**config.mk**
```make
export PLATFORM = sky130hd
export DESIGN_NAME = sync_down_counter
export DESIGN_NICKNAME = d
export VERILOG_FILES = /design/src/rtl/sync_down_counter.sv
export SDC_FILE = /design/constraint.sdc
export NUM_CORES = 1
export LEC_CHECK = 0
export ABC_CLOCK_PERIOD_IN_PS = 1970
export CAP_MARGIN = 10
export CORE_AREA = 8 8 45 47
export DETAILED_ROUTE_END_ITERATION = 7
export DIE_AREA = 0 0 53 55
export HOLD_SLACK_MARGIN = 0.03
export PLACE_DENSITY = 0.69
export SLEW_MARGIN = 30
export SYNTH_ARGS = -nofsm -noshare
export SYNTH_HDL_FRONTEND = slang
export SYNTH_SLANG_ARGS = --single-unit
```
**constraint.sdc**
```tcl
create_clock -name clk -period 1.97 [get_ports clk]
set_input_delay 0.2955 -clock clk [delete_from_list [all_inputs] [get_ports clk]]
set_output_delay 0.2955 -clock clk [all_outputs]
set_load 0.005 [all_outputs]
```
**src/rtl/sync_down_counter.sv**
```systemverilog
// rtl/sync_down_counter.sv - loadable down-counter with terminal-count strobe and auto-reload
// Count register, reload register, IDLE/RUN state and a registered terminal-count pulse.
module sync_down_counter #(
    parameter int WIDTH = 4
) (
    input  logic             clk,
    input  logic             reset,
    input  logic             load,
    input  logic [WIDTH-1:0] load_val,
    input  logic             en,
    input  logic             auto_reload,
    output logic [WIDTH-1:0] count,
    output logic             zero,
    output logic             tc_pulse,
    output logic             busy
);

    typedef enum logic {
        IDLE = 1'b0,
        RUN  = 1'b1
    } state_t;

    localparam logic [WIDTH-1:0] ONE = WIDTH'(1);

    state_t           state_q, state_d;
    logic [WIDTH-1:0] count_q, count_d;
    logic [WIDTH-1:0] reload_q, reload_d;
    logic             tc_pulse_q, tc_pulse_d;

    always_comb begin
        state_d    = state_q;
        count_d    = count_q;
        reload_d   = reload_q;
        tc_pulse_d = 1'b0;
        if (load) begin
            count_d  = load_val;
            reload_d = load_val;
            state_d  = (load_val != '0) ? RUN : IDLE;
        end else if (state_q == RUN && en) begin
            // RUN always holds a nonzero count, so the decrement never underflows
            if (count_q == ONE) begin
                tc_pulse_d = 1'b1;
                if (auto_reload) begin
                    count_d = reload_q;
                end else begin
                    count_d = '0;
                    state_d = IDLE;
                end
            end else begin
                count_d = count_q - ONE;
            end
        end
    end

    always_ff @(posedge clk) begin
        if (reset) begin
            state_q    <= IDLE;
            count_q    <= '0;
            reload_q   <= '0;
            tc_pulse_q <= 1'b0;
        end else begin
            state_q    <= state_d;
            count_q    <= count_d;
            reload_q   <= reload_d;
            tc_pulse_q <= tc_pulse_d;
        end
    end

    assign count    = count_q;
    assign zero     = (count_q == '0);
    assign tc_pulse = tc_pulse_q;
    assign busy     = (state_q == RUN);

endmodule

```
### Word-level counts from Yosys, hierarchy flattened

Cells that the tools add are included.

| cells by class | value |
|---|---|
| add/subtract/negate cells | 1 |
| equality and inequality tests | 2 |
| mux-type cells | 10 |
| bitwise operators | 1 |
| reduce and logical (&&, ||, !) cells | 7 |

Operators with widths:

| kind | count |
|---|---|
| 4-bit 2-to-1 mux | 4 |
| 1-bit 2-to-1 mux | 6 |
| 4-bit by 1-bit == test with 1-bit output (second input constant) | 1 |
| 4-bit zero test | 1 |
| 2-bit nonzero test | 2 |
| 4-bit nonzero test | 1 |
| 4-bit by 1-bit subtractor with 4-bit output (second input constant) | 1 |
| 3-bit AND reduction | 1 |
| 3-bit OR reduction | 1 |
| 2-bit != test (second input constant) | 1 |
| 1-bit logical AND | 1 |
| 1-bit NOT | 1 |

| word-level totals | value |
|---|---|
| register bits | 10 |
| input bits | 9 |
| logic and storage cells | 25 |

### Logic depth before layout (Yosys ltp)

| logic depth | value |
|---|---|
| depth in word-level cells | 4 |
| depth in mapped cells | 6 |
| gate-level depth less buffers | 6 |

### Worst setup path after synthesis

No wires, ideal clock.

| path | value |
|---|---|
| path type | flip-flop to flip-flop |
| start point | register count_q[0], in the netlist count[0] |
| end point | register count_q[2], in the netlist count[2] |
| library setup time | 74 ps |
| arrival time | 1330 ps |
| required time | 1896 ps |
| path slack | 566 ps |
| cell stages (with the launch flop) | 6 |
| buffers on the path | 0 |
| cells stage by stage | dfxtp_1 -> ha_1 -> and4b_1 -> a21oi_1 -> or4_1 -> a31oi_1 |

| on the way | value |
|---|---|
| word-level cells in the longest chain between the ends | 4 |
| elaborated cells on any way between the ends | 5 |
| classes of those cells | 1 x add/sub; 1 x eq/ne; 3 x mux |

Ends and longest elaborated chain:

| what | line | text |
|---|---|---|
| start: declaration | 26 | `logic [WIDTH-1:0] count_q, count_d;` |
| start signal: assignment | 63 | `count_q <= count_d;` |
| 4-bit by 1-bit subtractor with 4-bit output or 4-bit by 1-bit == test with 1-bit output (tied branches) | 50, 41 |  |
| 4-bit 2-to-1 mux (*) | 41 | `if (count_q == ONE) begin` |
| 4-bit 2-to-1 mux (*) | 39 | `end else if (state_q == RUN && en) begin` |
| 4-bit 2-to-1 mux (*) | 35 | `if (load) begin` |

Mark *: on every way between the ends. The rest lies on a longest branch, timed or not. The select of a mux whose other input is x is not followed.
A chain may end at the register's enable or synchronous reset.

### Worst setup path after layout

| path | value |
|---|---|
| start point | register count_q[3], in the netlist count[3] |
| end point | output count[3] |

RTL lines:

| what | line | text |
|---|---|---|
| end: declaration | 12 | `output logic [WIDTH-1:0] count,` |

No word-level cell between the ends.

==> qor.yml <==
outcome: "finished, final reports clean"
drv_slew: 0
p_leak_nw: 0.2808
min_period_over_period_pct: 80.26
postCtsHoldBufs: 0
final_common_cell: "clkdlybuf4s50_1"
cts_inserted_buffers: 3
finalSetupTns_ns: 0
crit_arrival_ns: 1.29
path_buf_inv: 1
core_area_um2: 1384
via_per_inst: 5.516
io_pins: 16
routedWlPerCell_um: 14.19
drc: 0
cts_tree: "yes"
vias: 513
whs_ns: 0.4876
grt_max_degree: 13
clk_path_buf_depth: 2
synth_area_um2: 519.2
clkTransAtPathRegs_ns: 0.07
grt_pass1_wl_mm: 2.145
dpl.hpwl_mm: 1.044
rows: 14
cp_top_family: "buffers and inverters"
final_cell_mix: "clkdlybuf4s50_1 (14), dfxtp_1 (10), a21oi_1 (7)"
crit_chain: "clkdlybuf4s50_1"
critPathMaxFanout: 8
setup_slack_ns: 0.3888
avgSynthCellArea_um2: 8.801
start_util_pct: 37.52
antenna_left: 0
htreeDepth: 1
antenna_found_initial: 0
final-instance-count-excl-fill: 93
synth_seq_area_share_pct: 38.55
place_congestion: 0.7721
fp.dieH_um: 55
min-delay-path-class: "reg -> reg"
yosysUniqueCellTypes: 23
syn-num-nets: 71
io_buffer_count: 15
worst_slew_pin_slew_ns: 0.3306
rsz0062_at_grt: "no"
drive_gt1_share_pct: 7.792
areaGrowthSynthToFinish_pct: 39.04
critPathCaptureType: "primary output"
dp_slack_ns: 0.2597
p_total_w: 0.0004722
finalHoldViolations: 0
synth_seq_cells: 10
required_ns: 1.67
n_antenna_cell: 0
root_buffer: "clkbuf_4"
p_per_area_nw_per_um2: 654.0
synthCells: 59
grt_usage_pct: 10.30
grt_pass1_vias: 465
cts_sinks: 10
placedCellCount: 90
grt_overflow: 0
cts_setup_buffers: 0
maxCapViolations: 0
die_w_um: 53
final_nets: 91
yosys_warnings: 0
crit_type: "reg -> out"
slew_headroom_pct: 77.86
max_freq_mhz: 632.4
crit_path_start_kind: "flip-flop"
cp_slowest_cell: "clkdlybuf4s50_1"
clk_latency_ns: 0.27
first_pass_iters: 4
first_iter_violations: 13
slowest_delay_ns: 0.56
die_area_um2: 2915
skew_ns: 0.009885
ir_drop_uv: 434.3
period_minus_slack_ns: 1.581
setup_violations: 0
wirelength_mm: 1.320
-- synth_stat cells --
cell	number	area [um^2]
dfxtp_1	10	200.2
a21oi_1	7	35.03
nor2_1	6	22.52
a31oi_1	3	18.77
ha_1	3	37.54
mux2i_1	3	30.03
nand3b_1	3	22.52
a22oi_1	2	15.01
clkbuf_1	2	7.510
inv_1	2	7.510
nand2_1	2	7.510
nand2b_1	2	12.51
nor3_1	2	10.01
o22ai_1	2	12.51
or3_1	2	12.51
a211oi_1	1	7.510
a311oi_1	1	8.760
and4b_1	1	10.01
nand3_1	1	5.000
nor3b_1	1	7.510
nor3b_2	1	12.51
o41ai_1	1	8.760
or4_1	1	7.510
-- sequential cells by signal (all words and copies together) (netlist names) --
register  cells
tc_pulse      1
count         4
reload_q      4
busy          1
-- path summary, 6_finish.rpt --
check / endpoint / slack (ns) / from / cells past startpoint
setup / recovery: count[3] / 0.39 / count[3] / 1
hold / removal: reload_q[2] / 0.49 / reload_q[2] / 2
setup reg to reg: count[2] / 0.47 / count[0] / 5
hold reg to reg: reload_q[2] / 0.49 / reload_q[2] / 2
-- kinds of logic after synthesis --
family | share of synthesized area, %
AO/OA/AOI/OAI | 20.48
multiplexers | 5.783
buffers and inverters | 2.893
AND/OR/NAND/NOR | 25.06
flip-flops | 38.55
adder cells (fa/ha/maj) | 7.230
-- timing repair --
item                                   in CTS  in global routing
resized for setup                           0                  1
setup endpoints to repair                   0                  1
endpoints found under the hold margin       0                  0
-- routing by layer --
| layer | routed length [um] | share of wire, % | global-route usage, % |
|---|---|---|---|
| met2 | 620 | 47 | 15.04 |
| met3 | 98 | 7.4 | 6.417 |
| met5 | 0 | 0 | 0 |
| met1 | 580 | 44 | 11.31 |
| met4 | 21 | 1.6 | 5.603 |
-- area by class of cell --
cell class	count	area, um^2
clock buffer	3	22.52
fill	131	661.9
inverter	2	7.507
multi-input combinational	45	304.0
sequential	10	200.2
tap	16	20.02
timing repair buffer	17	167.7
-- per-stage QoR --
stage               cell area (um^2)  utilization [%]
floorplan                      519.2                -
detailed placement             696.9            50.36
global route                   721.9            52.17
finish                         721.9            52.17
CTS                            719.4            51.99
global placement               696.9            50.36
-- where the power goes --
group | total [W] | leakage (nW) | switching (W) | internal, W
clock network | 0.000137 | 0.0138 | 0.0000670 | 0.0000704
logic | 0.000106 | 0.185 | 0.0000456 | 0.0000609
registers | 0.000228 | 0.0825 | 0.0000140 | 0.000214
(Power assumes the default switching activity.)
